**src/rtl/ps2_scan_display.sv**
```systemverilog
// ps2_scan_display
//   PS/2 keyboard receive path for the keyboard demo. Deserialises 11-bit
//   PS/2 frames into scan codes and buffers them in a FIFO. The FIFO head is
//   mapped to lowercase ASCII. Make codes are counted. Six 7-segment digits
//   show scancode, ASCII and count.
// Ports
//   clk        system clock, rising edge
//   rst        synchronous active-high reset
//   ps2_clk    PS/2 clock pin (asynchronous)
//   ps2_data   PS/2 data pin (asynchronous)
//   next       pop FIFO head (1-cycle pulse), ignored when empty
//   scancode   FIFO head byte, 8'h00 when empty
//   asciicode  ASCII of scancode, 8'h00 if unmapped
//   ready      FIFO not empty
//   overflow   sticky: a valid frame arrived while the FIFO was full
//   count      number of make codes received, wraps
//   hex0..hex5 active-low 7-seg, bits[7:1]=a..g, bit0=DP (always off)
module ps2_scan_display #(
  parameter int FIFO_DEPTH = 8
) (
  input  logic       clk,
  input  logic       rst,
  input  logic       ps2_clk,
  input  logic       ps2_data,
  input  logic       next,
  output logic [7:0] scancode,
  output logic [7:0] asciicode,
  output logic       ready,
  output logic       overflow,
  output logic [7:0] count,
  output logic [7:0] hex0,
  output logic [7:0] hex1,
  output logic [7:0] hex2,
  output logic [7:0] hex3,
  output logic [7:0] hex4,
  output logic [7:0] hex5
);

  localparam int PW = $clog2(FIFO_DEPTH);
  localparam logic [PW:0] DEPTH = FIFO_DEPTH[PW:0];

  logic [2:0]    clk_sync_q, clk_sync_d;
  logic [1:0]    data_sync_q, data_sync_d;
  logic [3:0]    bit_cnt_q, bit_cnt_d;
  logic [9:0]    shift_q, shift_d;     // [0]=start, [8:1]=data, [9]=parity
  logic [PW-1:0] wr_ptr_q, wr_ptr_d, rd_ptr_q, rd_ptr_d;
  logic [PW:0]   fill_q, fill_d;
  logic          overflow_q, overflow_d;
  logic [7:0]    count_q, count_d;
  logic          brk_q, brk_d, ext_q, ext_d;
  logic [7:0]    mem [FIFO_DEPTH];

  logic       fall, bit_in, push, pop, full, wr_en;
  logic [7:0] push_byte;

  function automatic logic [7:0] seg7(input logic [3:0] n);
    case (n)
      4'h0: seg7 = 8'h03;  4'h1: seg7 = 8'h9F;  4'h2: seg7 = 8'h25;  4'h3: seg7 = 8'h0D;
      4'h4: seg7 = 8'h99;  4'h5: seg7 = 8'h49;  4'h6: seg7 = 8'h41;  4'h7: seg7 = 8'h1F;
      4'h8: seg7 = 8'h01;  4'h9: seg7 = 8'h09;  4'hA: seg7 = 8'h11;  4'hB: seg7 = 8'hC1;
      4'hC: seg7 = 8'h63;  4'hD: seg7 = 8'h85;  4'hE: seg7 = 8'h61;  default: seg7 = 8'h71;
    endcase
  endfunction

  function automatic logic [7:0] to_ascii(input logic [7:0] s);
    case (s)
      8'h1C: to_ascii = 8'h61;  8'h32: to_ascii = 8'h62;  8'h21: to_ascii = 8'h63;
      8'h23: to_ascii = 8'h64;  8'h24: to_ascii = 8'h65;  8'h2B: to_ascii = 8'h66;
      8'h34: to_ascii = 8'h67;  8'h33: to_ascii = 8'h68;  8'h43: to_ascii = 8'h69;
      8'h3B: to_ascii = 8'h6A;  8'h42: to_ascii = 8'h6B;  8'h4B: to_ascii = 8'h6C;
      8'h3A: to_ascii = 8'h6D;  8'h31: to_ascii = 8'h6E;  8'h44: to_ascii = 8'h6F;
      8'h4D: to_ascii = 8'h70;  8'h15: to_ascii = 8'h71;  8'h2D: to_ascii = 8'h72;
      8'h1B: to_ascii = 8'h73;  8'h2C: to_ascii = 8'h74;  8'h3C: to_ascii = 8'h75;
      8'h2A: to_ascii = 8'h76;  8'h1D: to_ascii = 8'h77;  8'h22: to_ascii = 8'h78;
      8'h35: to_ascii = 8'h79;  8'h1A: to_ascii = 8'h7A;
      8'h45: to_ascii = 8'h30;  8'h16: to_ascii = 8'h31;  8'h1E: to_ascii = 8'h32;
      8'h26: to_ascii = 8'h33;  8'h25: to_ascii = 8'h34;  8'h2E: to_ascii = 8'h35;
      8'h36: to_ascii = 8'h36;  8'h3D: to_ascii = 8'h37;  8'h3E: to_ascii = 8'h38;
      8'h46: to_ascii = 8'h39;  8'h29: to_ascii = 8'h20;  8'h5A: to_ascii = 8'h0D;
      default: to_ascii = 8'h00;
    endcase
  endfunction

  always_comb begin
    // NOTE: every signal gets its default first so no path leaves it unassigned (no latch).
    clk_sync_d  = {clk_sync_q[1:0], ps2_clk};
    data_sync_d = {data_sync_q[0], ps2_data};
    bit_cnt_d   = bit_cnt_q;
    shift_d     = shift_q;
    wr_ptr_d    = wr_ptr_q;
    rd_ptr_d    = rd_ptr_q;
    fill_d      = fill_q;
    overflow_d  = overflow_q;
    count_d     = count_q;
    brk_d       = brk_q;
    ext_d       = ext_q;
    push        = 1'b0;
    push_byte   = shift_q[8:1];

    // Data uses one flop less, so bit_in lines up with the sampled clock stage.
    fall   = (clk_sync_q[2:1] == 2'b10);
    bit_in = data_sync_q[1];

    if (fall) begin
      if (bit_cnt_q == 4'd10) begin
        // Stop bit is bit_in itself; start/data/parity already shifted in.
        bit_cnt_d = 4'd0;
        push      = !shift_q[0] && bit_in && (^shift_q[9:1]);
      end else begin
        bit_cnt_d = bit_cnt_q + 4'd1;
        shift_d   = {bit_in, shift_q[9:1]};
      end
    end

    full  = (fill_q == DEPTH);
    pop   = next && (fill_q != '0);
    // A pop in the same cycle frees the slot a full FIFO needs.
    wr_en = push && (!full || pop);

    if (wr_en) wr_ptr_d = wr_ptr_q + 1'b1;
    if (pop)   rd_ptr_d = rd_ptr_q + 1'b1;
    case ({wr_en, pop})
      2'b10:   fill_d = fill_q + 1'b1;
      2'b01:   fill_d = fill_q - 1'b1;
      default: fill_d = fill_q;
    endcase
    if (push && !wr_en) overflow_d = 1'b1;

    // Key-press counting sees every valid frame, dropped or not.
    if (push) begin
      if (push_byte == 8'hF0) begin
        brk_d = 1'b1;
      end else if (push_byte == 8'hE0) begin
        ext_d = 1'b1;
      end else if (brk_q) begin
        brk_d = 1'b0;   // released key: not a press
        ext_d = 1'b0;
      end else begin
        count_d = count_q + 8'd1;
        ext_d   = 1'b0;
      end
    end
  end

  always_ff @(posedge clk) begin
    if (rst) begin
      clk_sync_q  <= 3'b111;   // idle-high, so reset release is not seen as a falling edge
      data_sync_q <= 2'b11;
      bit_cnt_q   <= '0;
      shift_q     <= '0;
      wr_ptr_q    <= '0;
      rd_ptr_q    <= '0;
      fill_q      <= '0;
      overflow_q  <= 1'b0;
      count_q     <= '0;
      brk_q       <= 1'b0;
      ext_q       <= 1'b0;
    end else begin
      clk_sync_q  <= clk_sync_d;
      data_sync_q <= data_sync_d;
      bit_cnt_q   <= bit_cnt_d;
      shift_q     <= shift_d;
      wr_ptr_q    <= wr_ptr_d;
      rd_ptr_q    <= rd_ptr_d;
      fill_q      <= fill_d;
      overflow_q  <= overflow_d;
      count_q     <= count_d;
      brk_q       <= brk_d;
      ext_q       <= ext_d;
    end
  end

  // NOTE: storage is not reset; empty pointers keep stale entries invisible.
  always_ff @(posedge clk) begin
    if (wr_en) mem[wr_ptr_q] <= push_byte;
  end

  assign ready     = (fill_q != '0);
  assign scancode  = ready ? mem[rd_ptr_q] : 8'h00;
  assign asciicode = to_ascii(scancode);
  assign overflow  = overflow_q;
  assign count     = count_q;
  assign hex0      = seg7(scancode[3:0]);
  assign hex1      = seg7(scancode[7:4]);
  assign hex2      = seg7(asciicode[3:0]);
  assign hex3      = seg7(asciicode[7:4]);
  assign hex4      = seg7(count_q[3:0]);
  assign hex5      = seg7(count_q[7:4]);

endmodule

```
**config.mk**
```make
export PLATFORM = sky130hd
export DESIGN_NAME = ps2_scan_display
export DESIGN_NICKNAME = d
export VERILOG_FILES = /design/src/rtl/ps2_scan_display.sv
export SDC_FILE = /design/constraint.sdc
export NUM_CORES = 1
export LEC_CHECK = 0
export CAP_MARGIN = 40
export CORE_AREA = 8 8 134 136
export DETAILED_ROUTE_END_ITERATION = 10
export DIE_AREA = 0 0 142 144
export PLACE_DENSITY = 0.65
export SYNTH_ARGS = -nofsm -noshare
export SYNTH_HDL_FRONTEND = slang
export SYNTH_SLANG_ARGS = --single-unit
```
**constraint.sdc**
```tcl
create_clock -name clk -period 4.7 [get_ports clk]
set_input_delay 0.94 -clock clk [delete_from_list [all_inputs] [get_ports clk]]
set_output_delay 0.94 -clock clk [all_outputs]
set_load 0.02 [all_outputs]
```
Yosys cells after proc, flatten, opt, wreduce, memory -nomap -nowiden

Memories as Yosys holds them, arrays and structs flattened. A register that Yosys moved wholly into a read port is not among the register bits.
Index checks and enable logic that the tools add are counted.
W data, S select, Z words.

Bitwise operators: 4
Reductions and logical operators: 15
Muxes and demuxes: 16
$add $sub $neg: 6
Equal/unequal tests: 8

Operators by type and width:

| kind                  | count |
|---|---|
| $mux W4               | 5 |
| $eq A8 B8 Y1 const B  | 2 |
| $mux W8               | 2 |
| $reduce_xor A9 Y1     | 1 |
| $add A4 B1 Y4 const B | 2 |
| $add A8 B1 Y8 const B | 1 |
| $eq A4 B4 Y1 const B  | 2 |
| $pmux W4 S2           | 1 |
| $add A3 B1 Y3 const B | 2 |
| $mux W1               | 6 |
| $mux W3               | 2 |
| $logic_and A1 B1 Y1   | 5 |
| $eq A2 B2 Y1 const B  | 2 |
| $not A1 Y1            | 4 |
| $reduce_and A2 Y1     | 2 |
| $reduce_and A4 Y1     | 1 |
| $reduce_bool A4 Y1    | 1 |
| $sub A4 B1 Y4 const B | 1 |
| $logic_not A1 Y1      | 3 |
| $eq A2 B1 Y1 const B  | 1 |
| $ne A2 B2 Y1 const B  | 1 |
| $reduce_bool A2 Y1    | 1 |
| $logic_or A1 B1 Y1    | 1 |

Bits in writable memories: 64
Memory bits (read-only): 1,568
Bits of input ports: 5
Bits in registers: 39
Logic and storage cells: 67
Memories kept: 8

Memories:

| name            | depth | width | rd ports | clocked after memory_dff | wr ports | RTL line | text |
|---|---|---|---|---|---|---|---|
| (no name shown) | 128   | 7     | 1        | 0                        | 0        | 66       | `case (s)` |
| (no name shown) | 16    | 7     | 1        | 1                        | 0        | 57       | `case (n)` |
| (no name shown) | 16    | 7     | 1        | 1                        | 0        | 57       |  |
| (no name shown) | 16    | 7     | 1        | 0                        | 0        | 57       |  |
| (no name shown) | 16    | 7     | 1        | 0                        | 0        | 57       |  |
| (no name shown) | 16    | 7     | 1        | 0                        | 0        | 57       |  |
| +2 memories     | -     | -     | -        | -                        | -        | -        |  |

Longest topological paths before layout

Gate-level depths: netlist (run 1).

Word-level depth: 8
Gate-level depth with buffers: 19
Depth with buffers taken out: 15

Worst setup path before layout (run 1)

Ideal clock, no wire load.

Path kind: reg-to-output
Start point: reg (tool-made name)
End point: out hex2[4]
Cell stages (with the launch flop): 18
Arrival time: 3.732 ns
Path slack: 0.028 ns
Buffers on the path: 3
Cell sequence: dfxtp_1 > buf_6 > buf_6 > mux2i_1 > a22oi_1 > nand3_1 > inv_2 > ha_1 > buf_2 > and2_1 > nor3_1 > a2111o_1 > a311oi_4 > inv_2 > ha_1 > nor2_1 > a211oi_1 > a21oi_1

RTL lines:

| item          | RTL line | text |
|---|---|---|
| end, declared | 33       | `output logic [7:0] hex2,` |

==> results of run 1 <==
[cell usage in the layout, fill, tap and decap left out, types with 4 or more instances in the layout]
cell type,netlist,routed
xnor2_1,6,6
nor2_2,4,5
buf_6,6,4
or2_2,8,8
clkdlybuf4s50_1,0,53
conb_1,2,7
clkbuf_16,0,20
o22ai_1,13,13
nand3_1,13,12
clkinv_2,2,8
nor3_1,7,6
nand2_1,48,45
ha_1,48,46
a31oi_1,6,6
xor2_1,13,13
mux2i_1,50,45
or3_1,4,4
buf_4,10,75
mux4_2,8,8
o21ai_0,21,21
and2_1,10,10
nor2b_1,9,9
dlymetal6s2s_1,0,4
inv_2,6,9
o2bb2ai_1,4,4
o211ai_1,4,4
a22oi_2,3,5
buf_2,11,4
dfxtp_1,56,52
nand2b_1,7,7
a211o_1,4,4
a21oi_1,28,27
edfxtp_1,64,64
inv_1,28,25
clkbuf_2,1,5
a22oi_1,14,12
nor2_1,63,61
mux2i_2,0,5
[metal layers]
layer  routed length [µm]  GRT usage
met1                 7216     0.1845
met2                 8956     0.3103
met3                  738    0.03433
met4                  570    0.08988
met5                    0          0
[metrics by stage]
step                      TNS [ps]  setup WS, ps  hold slack [ps]  utilization
after global routing        -28.79        -10.79            440.5       0.5597
after detailed placement    -104.9        -30.34            403.7       0.5138
after floorplan                  0         27.89            389.5            -
after global placement           0         40.36            405.8       0.5105
after CTS                        0         1.689            420.3       0.5534
final                            0         137.7            416.2       0.5597
[cells by family (layout without fill, tap and decap cells)]
family | Yosys count | after routing | share of synthesized area
muxes | 61 | 61 | 0.1033
DFF | 120 | 120 | 0.4355
buffers and inverters | 76 | 216 | 0.05748
and+or+nand+nor | 204 | 204 | 0.1531
adders and majority gates | 48 | 48 | 0.08596
other | 2 | 7 | 0.001075
AOI/OAI and AO/OA | 127 | 127 | 0.1341
xor gates and xnor gates | 21 | 21 | 0.02937
[sequential cells by signal, summed over array words and instances (netlist names), 2 cells and up, named ones only]
| signal | count |
|---|---|
| bit_cnt_q | 4 |
| clk_sync_q | 3 |
| count | 8 |
| data_sync_q | 2 |
| fill_q | 4 |
| hex4 | 7 |
| hex5 | 7 |
| mem | 64 |
| rd_ptr_q | 3 |
| shift_q | 10 |
| wr_ptr_q | 3 |
[power by group through the flow]
stage	Clock (W)	Combinational, W	Sequential, W
3_5_place_dp	0	0.0000271	0.00112
4_1_cts	0.00121	0.0000273	0.00110
6_report	0.00118	0.0000273	0.00110
2_1_floorplan	0	0.0000243	0.00112
5_1_grt	0.00126	0.0000298	0.00110
3_3_place_gp	0	0.0000265	0.00112
[final cells by class]
type                            count  area [µm²]  share of cell area
Multi-Input combinational cell    468        3667              0.4081
Sequential cell                   120        3050              0.3395
Timing Repair Buffer              148        1299              0.1445
Clock buffer                       24       514.2             0.05723
Tap cell                          220       275.3             0.03063
Inverter                           36       138.9             0.01546
Clock inverter                      8       41.29            0.004595
[final timing paths]
| path | start | to | slack, ps | depth (start not counted) |
|---|---|---|---|---|
| max | flip-flop | hex3[7] | 140 | 14 |
| min | data_sync_q[0] | data_sync_q[1] | 420 | 1 |
| max reg2reg | shift_q[1] | hex5[4] | 680 | 13 |
| min reg2reg | data_sync_q[0] | data_sync_q[1] | 420 | 1 |
[critical path, cell delays in order, from the launching register on]
cell,delay (ps)
dfxtp_4,360
clkbuf_16,160
mux2i_1,140
a22oi_2,240
nand3_2,160
buf_6,160
ha_4,280
nand2_1,90
a21oi_2,160
o2bb2ai_1,80
or4b_1,500
a21o_1,270
ha_1,220
mux2_4,260
buf_2,160
[timing repair]
action / 4_1_cts / 5_1_grt
pin swaps: 2 / 8
gates resized for setup: 42 / 56
setup endpoints to repair: 17 / 19
cloned: 0 / 1
buffers inserted: 5 / 5
==> results.txt, run 1 <==
----------------------------------------------------
[Place]
  Number of placed cells counting well taps ... 981
  Placed cell areas ... approximately 8200 µm²
  Total half-perimeter wirelength after legalization and detailed placement ... 12890 µm
  Buffers added on ports ... 71
  Global placer's final weighted congestion ... 0.9395

[CTS]
  Clock tree root driver cell ... clkbuf_16
  CTS max path bufs ... 2
  Clock transition at the register clock pins on the worst setup and hold paths after CTS ... approximately 50 ps
  Number of CTS-inserted buffers ... 17
  H-tree lvl count ... 4
  CTS tree ... built
  TritonCTS Sinks ... 120
  Clock latency on the worst-skew pair ... 400 ps
  Count of hold buffers inserted by post-cts repair ... 0

[Routing]
  Total via count in the routed design ... 5483
  DR vias/cell ... 5.354
  Number of nets with antenna violations after routing ... 0
  Routed wire length per instance ... about 17 µm
  Total Wirelength ... about 17000 µm
  Residual DRC count ... 0
  Detailed-routing iteration count for the pre-antenna-repair pass ... 5
  Iter 0 DRT Violations ... 374

[Synthesis]
  Count of flip-flops with a built-in enable after synthesis ... 64
  Most repeated cell in the gate-level netlist after synthesis ... edfxtp_1
  Syn_area_per_cell ... 10.60 µm²
  Post-synthesis async set-or-reset flop share ... 0
  Synth unique cells ... 86
  Top cell type by total area after synthesis ... edfxtp_1
  Synth cell count leaders ... edfxtp_1 (64), nor2_1 (63), dfxtp_1 (56)
  Leading register cell type out of synthesis ... edfxtp_1
  Sequential cell area fraction in the yosys report ... 0.4355
  Cell area after synthesis ... roughly 7000 µm²
  Synthesized instance count ... about 660
  Top post-synthesis cells by area ... edfxtp_1 (28%), dfxtp_1 (16%), ha_1 (8.6%)
  FF+latch count, synth ... 120
  Yosys top cell area share ... 0.2751
  Count of yosys warnings during synthesis ... 0

[Power]
  Share of total power in sequential cells ... 0.476
  P_int ... ~0.0019 W
  Portion of total power attributed to the clock network ... 0.513
  Sum of internal, switching and leakage power ... 0.002311 W
  Switch Pwr ... 0.0004462 W
  Maximum vdd ir drop ... 206.2 µV
  Sw Ratio ... 0.1931
  Power density over the cells ... around 260 nW/µm²
  Gate power share ... 0.012
  Leakage dissipation ... 3.497 nW

[GRT]
  First-pass GRT wire length ... 27620 µm
  Vias in the first global route ... around 5500
  All-Layer GR Usage ... 0.1708
  Pin count of the biggest net entering global routing ... 28
  Total overflow reported by the global router ... 0
  Initial antenna violation count ... 0

[Timing]
  Final count of negative-setup-slack endpoints ... 0
  Shortest clock period the worst path allows after layout ... 4562 ps
  Least-Margin Pin Slew ... 735.2 ps
  Number of max-slew violations in the final report ... 0
  Max-slew headroom ... 0.5082
  Worst clock skew ... 6.555 ps
  Final worst-path cycle share ... 0.9707
  Number of failing hold endpoints at the final stage ... 0
  Peak clock frequency supported by timing ... 0.2192 GHz
  Unrepaired setup endpoints after global routing ... true

[Setup path]
  Type of the worst setup path ... reg2out
  Crit path arrival time ... about 3600 ps
  Data required, critical path ... 3760 ps
  Maximum fanout along the worst path ... 6
  Category of the worst setup path launch point ... flip-flop
  Critical Path End Type ... primary output

[Worst hold path]
  Worst Hold Class ... reg2reg

[Finish]
  Relative area change from synthesis to final layout ... 28.62%
  Total number of nets in the final design ... 844
  Number of inserted diodes ... 0
  Ratio of cells with drive above 1 in the final layout ... 0.2488
  Final instance count without filler cells ... 1024
  Post-route cell area ... ~9000 µm²
  Filler Cell Count ... 1359

[Outcome]
  Result of the run ... finished clean

[Floorplan]
  Height of the chip ... 144 µm
  Floorplan die width ... 142 µm
  Core area ... 16050 µm²
  Initial Util ... 0.4352
  Top-level I/O count ... 79
  Number of placement rows ... 47
  DIE AREA ... roughly 20000 µm²

[Flow run]
  Number of max-capacitance violations reported ... 0

----------------------------------------------------
Power figures use the tool's default switching activity.
==> run 2, diff against run 1 <==
--- a/config.mk
+++ b/config.mk
@@ -9,7 +9,7 @@
 export CORE_AREA = 8 8 134 136
 export DETAILED_ROUTE_END_ITERATION = 10
 export DIE_AREA = 0 0 142 144
-export PLACE_DENSITY = 0.65
+export PLACE_DENSITY = 0.68
 export SYNTH_ARGS = -nofsm -noshare
 export SYNTH_HDL_FRONTEND = slang
 export SYNTH_SLANG_ARGS = --single-unit
==> constraint.sdc (replaced) <==
create_clock -name clk -period 4 [get_ports clk]
set_input_delay 0.8 -clock clk [delete_from_list [all_inputs] [get_ports clk]]
set_output_delay 0.8 -clock clk [all_outputs]
set_load 0.02 [all_outputs]
==> run 2 against run 1 <==
The flow now finishes with violations (setup timing). Core utilization grew 7.5 points. Sequential share of layout area is 4.0 points lower. Cell count increased by 7.3%. Largest power group unchanged. Die area is the same. Clock skew rose by 8.7 ps. Via count is 5.5% higher. Largest cell class unchanged.
==> results.txt, run 2 (same netlist as run 1, synthesis figures left out) <==
----------------------------------------------------
[Outcome]
  Result of the run ... finished, violations left (was finished clean)
  Failing checks ... setup timing

[Finish]
  Area occupied by multi-input gates ... 4051 µm² (was 3667 µm²)
  Largest register FFs ... 64 (unchanged)
  Most frequent standard cell in the layout excluding fill and tap cells ... buf_4 (unchanged)
  Number of inserted diodes ... 0 (unchanged)
  Ratio of cells with drive above 1 in the final layout ... 0.3743 (was 0.2488)
  Final core utilization ... 0.6352 (was 0.5597)
  Register area ... 3053 µm² (was 3050 µm²)
  Relative area change from synthesis to final layout ... 45.95% (was 28.62%)
  Register with the most flip-flops ... mem (unchanged)
  Commonest cells after routing, fill and taps aside ... buf_4 (131), edfxtp_1 (64), nor2_1 (61), dfxtp_1 (52), clkdlybuf4s50_1 (42) (was buf_4 (75), edfxtp_1 (64), nor2_1 (61), clkdlybuf4s50_1 (53), dfxtp_1 (52))
  Final instance count without filler cells ... 1099 (was 1024)
  Total number of nets in the final design ... 919 (was 844)
  Filler Cell Count ... 1259 (was 1359)

[Floorplan]
  Initial Util ... 0.4352 (unchanged)
  Floorplan die width ... 142 µm (unchanged)
  Core area ... 16050 µm² (unchanged)
  Height of the chip ... 144 µm (unchanged)
  Number of placement rows ... 47 (unchanged)
  DIE AREA ... 20450 µm² (unchanged)
  Top-level I/O count ... 79 (unchanged)

[Timing]
  Final count of negative-setup-slack endpoints ... 17 (was 0)
  Worst path setup slack after routing ... -400.6 ps (was 137.7 ps)
  Number of failing hold endpoints at the final stage ... 0 (unchanged)
  Peak clock frequency supported by timing ... 0.2272 GHz
  Unrepaired setup endpoints after global routing ... true (unchanged)
  Hold Slack ... 405.8 ps (was 416.2 ps)
  Least-Margin Pin Slew ... 748.5 ps (was 735.2 ps)
  Number of max-slew violations in the final report ... 0 (unchanged)
  Max-slew headroom ... 0.4974 (was 0.5082)
  Sum Neg Setup Slack ... -4629 ps (was 0 ps)
  Worst clock skew ... 15.23 ps (was 6.555 ps)
  Final worst-path cycle share ... 1.100
  Shortest clock period the worst path allows after layout ... 4401 ps

[CTS]
  H-tree lvl count ... 4 (unchanged)
  CTS max path bufs ... 2 (unchanged)
  CTS tree ... built (unchanged)
  Clock latency on the worst-skew pair ... 410 ps (was 400 ps)
  Count of hold buffers inserted by post-cts repair ... 0 (unchanged)
  TritonCTS Sinks ... 120 (unchanged)
  Number of CTS-inserted buffers ... 17 (unchanged)
  Clock tree root driver cell ... clkbuf_16 (unchanged)
  Clock transition at the register clock pins on the worst setup and hold paths after CTS ... 50 ps (about the same)

[Setup path]
  Maximum fanout along the worst path ... 7 (was 6)
  Critical Path End Type ... primary output (unchanged)
  Critical R2R Launch ... shift_q[3] (was shift_q[1])
  Type of the worst setup path ... reg2out (unchanged)
  Cell depth of the worst flop-to-flop path ... 13 (unchanged)
  Reg2reg end ... fill_q[2] (was hex5[4])
  Category of the worst setup path launch point ... flip-flop (unchanged)
  Flop-to-flop setup slack ... 420 ps (was 680 ps)
  Crit path arrival time ... 3600 ps (was 3620 ps)
  Data required, critical path ... 3200 ps (was 3760 ps)

[Place]
  Global placer's final weighted congestion ... 0.9130 (was 0.9395)
  Number of placed cells counting well taps ... 1043 (was 981)
  Total half-perimeter wirelength after legalization and detailed placement ... 13940 µm (was 12890 µm)
  Buffers added on ports ... 71 (unchanged)

[Flow run]
  Number of max-capacitance violations reported ... 0 (unchanged)

[Routing]
  Detailed-routing iteration count for the pre-antenna-repair pass ... 5 (unchanged)
  Routed wire length per instance ... 17.56 µm (was 17.07 µm)
  Iter 0 DRT Violations ... 261 (was 374)
  Residual DRC count ... 0 (unchanged)
  Total via count in the routed design ... 5782 (was 5483)
  Total Wirelength ... 19300 µm (was 17480 µm)
  DR vias/cell ... 5.261 (was 5.354)
  Number of nets with antenna violations after routing ... 0 (unchanged)

[GRT]
  Top Usage Layer GRT ... met2 (unchanged)
  All-Layer GR Usage ... 0.1909 (was 0.1708)
  Total overflow reported by the global router ... 0 (unchanged)
  Initial antenna violation count ... 0 (unchanged)
  Fraction of met3 tracks used by global routing ... 0.03632 (was 0.03433)
  Vias in the first global route ... 6044 (was 5468)
  First-pass GRT wire length ... 30570 µm (was 27620 µm)
  Pin count of the biggest net entering global routing ... 25 (was 28)
  Routing usage on met2 ... 0.3531 (was 0.3103)
  Met1 global-route usage ... 0.2071 (was 0.1845)

[Worst hold path]
  Worst hold path endpoint ... clk_sync_q[1] (was data_sync_q[1])
  Worst Hold Class ... reg2reg (unchanged)
  Count of cells along the worst hold path ... 1 (unchanged)
  Hold path start ... clk_sync_q[0] (was data_sync_q[0])

[Power]
  Power density over the cells ... 285.1 nW/µm² (was 257.2 nW/µm²)
  Maximum vdd ir drop ... 305.7 µV (was 206.2 µV)
  Leakage dissipation ... 3.949 nW (was 3.497 nW)

----------------------------------------------------
==> run 2: how the worst max path moves through the flow <==
stage	cells past startpoint	end	startpoint
after global placement	16	hex2[3]	flip-flop
after detailed placement	16	hex2[3]	flip-flop
after floorplan	16	hex2[6]	flip-flop
after CTS	17	hex2[4]	flip-flop
after global routing	19	hex2[7]	flip-flop
final	15	hex2[7]	flip-flop
==> run 2: power by group <==
| group | leakage (nW) | switching, W | internal (W) |
|---|---|---|---|
| clock | 0.300 | 0.000496 | 0.00109 |
| combinational | 2.60 | 0.0000202 | 0.0000120 |
| sequential | 1.05 | 0.00000298 | 0.00129 |
==> run 2: worst max-delay path, cell delays in order (launching register included) <==
cell,delay [ps]
dfxtp_4,370
buf_12,140
mux2i_2,150
a22oi_2,280
nand3_4,160
buf_4,170
ha_2,180
buf_4,160
mux4_2,480
nand3_2,100
a221oi_2,50
buf_4,190
buf_4,150
and3_1,180
a221o_1,280
buf_6,140
==> run 2: final cells by class <==
class | count | share of cell area
clock buffers | 19 | 0.04245
clock inverters | 13 | 0.01791
inverters | 36 | 0.01644
multi-input cells | 468 | 0.3973
flip-flops and latches | 120 | 0.2994
well taps | 220 | 0.02699
repair buffers | 223 | 0.1995
==> run 2: metal layers <==
| metal | routed length [µm] | up-vias |
|---|---|---|
| li1 | - | 2792 |
| met1 | 7702 | 2830 |
| met2 | 10350 | 124 |
| met3 | 731 | 36 |
| met4 | 511 | 0 |
| met5 | 0 | - |
==> run 2: repair_timing <==
| action | in CTS | in global routing |
|---|---|---|
| cloned | 1 | 0 |
| setup buffers | 14 | 9 |
| endpoints found under the setup margin | 27 | 24 |
| resized for setup | 180 | 64 |
| pin swaps | 30 | 18 |
==> run 2: stage by stage <==
stage	setup slack, ps	power (W)	instance area [µm²]
floorplan	-212.8	0.001345	7142
global placement	-517.5	0.001348	8875
detailed placement	-616.2	0.001349	8882
CTS	-387.0	0.002936	9926
global route	-553.7	0.002997	10200
finish	-400.6	0.002907	10200
==> run 3, diff against run 2 <==
--- a/config.mk
+++ b/config.mk
@@ -6,9 +6,9 @@
 export NUM_CORES = 1
 export LEC_CHECK = 0
 export CAP_MARGIN = 40
-export CORE_AREA = 8 8 134 136
+export CORE_AREA = 8 8 128 142
 export DETAILED_ROUTE_END_ITERATION = 10
-export DIE_AREA = 0 0 142 144
+export DIE_AREA = 0 0 136 150
 export PLACE_DENSITY = 0.68
 export SYNTH_ARGS = -nofsm -noshare
 export SYNTH_HDL_FRONTEND = slang
==> run 3 against run 2 <==
The flow still finishes with violations (setup timing). Critical path type unchanged. Critical endpoint is now hex3[7]. Via count is 0.66% higher. Highest routed layer unchanged. Clock power is 8% higher. Sequential share of layout area is 0.10 points higher. Combinational power hardly changed.
==> results.txt, run 3 (same netlist as run 1, synthesis figures left out) <==
----------------------------------------------------
[Place]
  Global placer's final weighted congestion ... 0.9403 (was 0.9130)
  Total half-perimeter wirelength after legalization and detailed placement ... 13660 µm (was 13940 µm)
  DP Worst Slack ... -576.6 ps (was -616.2 ps)
  Buffers added on ports ... 71 (unchanged)

[Setup path]
  Maximum fanout along the worst path ... 6 (was 7)
  Crit path arrival time ... 3560 ps (was 3600 ps)
  Reg2reg end ... hex5[4] (was fill_q[2])
  Critical R2R Launch ... shift_q[5] (was shift_q[3])
  End point of the critical path ... hex3[7] (was hex2[7])
  Critical Path End Type ... primary output (unchanged)
  Data required, critical path ... 3200 ps (about the same)
  Type of the worst setup path ... reg2out (unchanged)
  Cell depth of the worst flop-to-flop path ... 13 (unchanged)
  Category of the worst setup path launch point ... flip-flop (unchanged)
  Flop-to-flop setup slack ... 550 ps (was 420 ps)

[CTS]
  Clock latency on the worst-skew pair ... 400 ps (was 410 ps)
  Count of hold buffers inserted by post-cts repair ... 0 (unchanged)
  Clock tree root driver cell ... clkbuf_16 (unchanged)
  Number of CTS-inserted buffers ... 17 (unchanged)
  TritonCTS Sinks ... 120 (unchanged)
  CTS tree ... built (unchanged)
  H-tree lvl count ... 4 (unchanged)
  Clock transition at the register clock pins on the worst setup and hold paths after CTS ... 60 ps (was 50 ps)
  CTS max path bufs ... 2 (unchanged)

[Finish]
  Register with the most flip-flops ... mem (unchanged)
  Filler Cell Count ... 1204 (was 1259)
  Most frequent standard cell in the layout excluding fill and tap cells ... buf_4 (unchanged)
  Area occupied by multi-input gates ... 4066 µm² (was 4051 µm²)
  Register area ... 3049 µm² (was 3053 µm²)
  Total number of nets in the final design ... 914 (was 919)
  Ratio of cells with drive above 1 in the final layout ... 0.3810 (was 0.3743)
  Commonest cells after routing, fill and taps aside ... buf_4 (130), edfxtp_1 (64), nor2_1 (60), dfxtp_1 (53) (was buf_4 (131), edfxtp_1 (64), nor2_1 (61), dfxtp_1 (52), clkdlybuf4s50_1 (42))
  Number of inserted diodes ... 0 (unchanged)
  Largest register FFs ... 64 (unchanged)
  Relative area change from synthesis to final layout ... 45.27% (was 45.95%)

[Worst hold path]
  Worst Hold Class ... reg2reg (unchanged)
  Hold path start ... data_sync_q[0] (was clk_sync_q[0])

[Power]
  Portion of total power attributed to the clock network ... 0.564 (was 0.545)
  Maximum vdd ir drop ... 279.9 µV (was 305.7 µV)
  Sw Ratio ... 0.1828 (was 0.1786)
  P_int ... 0.002481 W (was 0.002388 W)
  Power density over the cells ... 299.1 nW/µm² (was 285.1 nW/µm²)
  Leakage dissipation ... 3.929 nW (was 3.949 nW)
  Switch Pwr ... 0.0005547 W (was 0.0005191 W)
  Gate power share ... 0.011 (about the same)
  Share of total power in sequential cells ... 0.425 (was 0.444)
  Sum of internal, switching and leakage power ... 0.003035 W (was 0.002907 W)

[Floorplan]
  DIE AREA ... 20400 µm² (was 20450 µm²)
  Top-level I/O count ... 79 (unchanged)
  Number of placement rows ... 49 (was 47)
  Height of the chip ... 150 µm (was 144 µm)
  Core area ... 15940 µm² (was 16050 µm²)
  Initial Util ... 0.4383 (was 0.4352)
  Floorplan die width ... 136 µm (was 142 µm)

[Timing]
  Worst path setup slack after routing ... -358.7 ps (was -400.6 ps)
  Number of max-slew violations in the final report ... 0 (unchanged)
  Least-Margin Pin Slew ... 790.6 ps (was 748.5 ps)
  Max-slew headroom ... 0.4691 (was 0.4974)
  Peak clock frequency supported by timing ... 0.2294 GHz (was 0.2272 GHz)
  Number of failing hold endpoints at the final stage ... 0 (unchanged)
  Final worst-path cycle share ... 1.090 (was 1.100)
  Worst clock skew ... 6.410 ps (was 15.23 ps)
  Hold Slack ... 406.9 ps (was 405.8 ps)
  Shortest clock period the worst path allows after layout ... 4359 ps (was 4401 ps)
  Final count of negative-setup-slack endpoints ... 17 (unchanged)
  Unrepaired setup endpoints after global routing ... true (unchanged)

[GRT]
  First-pass GRT wire length ... 29520 µm (was 30570 µm)
  Vias in the first global route ... 5915 (was 6044)
  Initial antenna violation count ... 0 (unchanged)
  All-Layer GR Usage ... 0.1815 (was 0.1909)
  Pin count of the biggest net entering global routing ... 27 (was 25)
  Total overflow reported by the global router ... 0 (unchanged)

[Outcome]
  Failing checks ... setup timing (unchanged)
  Result of the run ... finished, violations left (unchanged)

[Routing]
  Routed wire length per instance ... 17.42 µm (was 17.56 µm)
  Total Wirelength ... 18780 µm (was 19300 µm)
  Residual DRC count ... 0 (unchanged)
  Total via count in the routed design ... 5820 (was 5782)
  DR vias/cell ... 5.399 (was 5.261)
  Number of nets with antenna violations after routing ... 0 (unchanged)
  Iter 0 DRT Violations ... 330 (was 261)
  Detailed-routing iteration count for the pre-antenna-repair pass ... 5 (unchanged)

[Flow run]
  Number of max-capacitance violations reported ... 0 (unchanged)

----------------------------------------------------
## run 3: changes by cell type in the layout (fill, tap and decap cells not counted), moves of 3 or more
cell      previous run  this run
nand3_2              4         1
mux2i_2              7        10
mux2i_1             40        37
nand2_4              4         0
clkinv_1             6         1
inv_2                4         7
buf_12               7         4
buf_8                3         0
## run 3: how the worst min path moves through the flow
stage                     slack, ps        endpoint  depth (start not counted)
after floorplan                 390   clk_sync_q[1]                          1
final                           410  data_sync_q[1]                          1
after CTS                       410  data_sync_q[1]                          1
after detailed placement        400  data_sync_q[1]                          1
after global placement          390  data_sync_q[1]                          1
after global routing            420  data_sync_q[1]                          1
## run 3: layout make-up
cell class | instances | share of cell area
inverter | 36 | 0.01566
timing repair buffer | 218 | 0.1923
multi-input combinational | 468 | 0.4006
tap | 204 | 0.02515
clock buffer | 19 | 0.04364
sequential | 120 | 0.3004
clock inverter | 13 | 0.02219
## run 3: critical path, cell delays in order (launching register included)
cell	delay, ps
dfxtp_4	390
buf_12	130
mux2i_1	190
a22oi_1	100
and3_4	210
buf_4	140
buf_6	120
ha_4	160
nand2b_4	140
a21oi_4	160
o2bb2ai_2	60
or4b_4	510
a21o_4	280
ha_4	160
mux2_4	250
buf_6	130
## run 3: repair_timing
item,in CTS,in global routing
buffers inserted,16,7
cloned,2,0
setup endpoints to repair,27,27
resized for setup,199,44
pin swaps,20,17
endpoints found under the hold margin,0,0
## run 3: metal layers
metal | wire [µm] | track usage
met1 | 7165 | 0.1874
met2 | 10280 | 0.3435
met3 | 813 | 0.03694
met4 | 520 | 0.08081
met5 | 0 | 0
## run 3: power groups by stage
stage | clock network (W) | logic [W] | registers, W
final | 0.00171 | 0.0000323 | 0.00129
after global placement | 0 | 0.0000306 | 0.00132
after global routing | 0.00179 | 0.0000348 | 0.00129
after CTS | 0.00173 | 0.0000319 | 0.00129
after floorplan | 0 | 0.0000285 | 0.00132
after detailed placement | 0 | 0.0000316 | 0.00132
## run 3: per-stage QoR
step / cell area (µm²) / std cells / setup TNS, ps / util
after global routing: 10150 / 1078 / -7442 / 0.6367
after global placement: 8760 / 1020 / -6852 / 0.5495
after CTS: 9952 / 1071 / -4744 / 0.6243
after floorplan: 7142 / 664 / -855.0 / -
after detailed placement: 8767 / 1021 / -7661 / 0.5500
final: 10150 / 1078 / -4541 / 0.6367
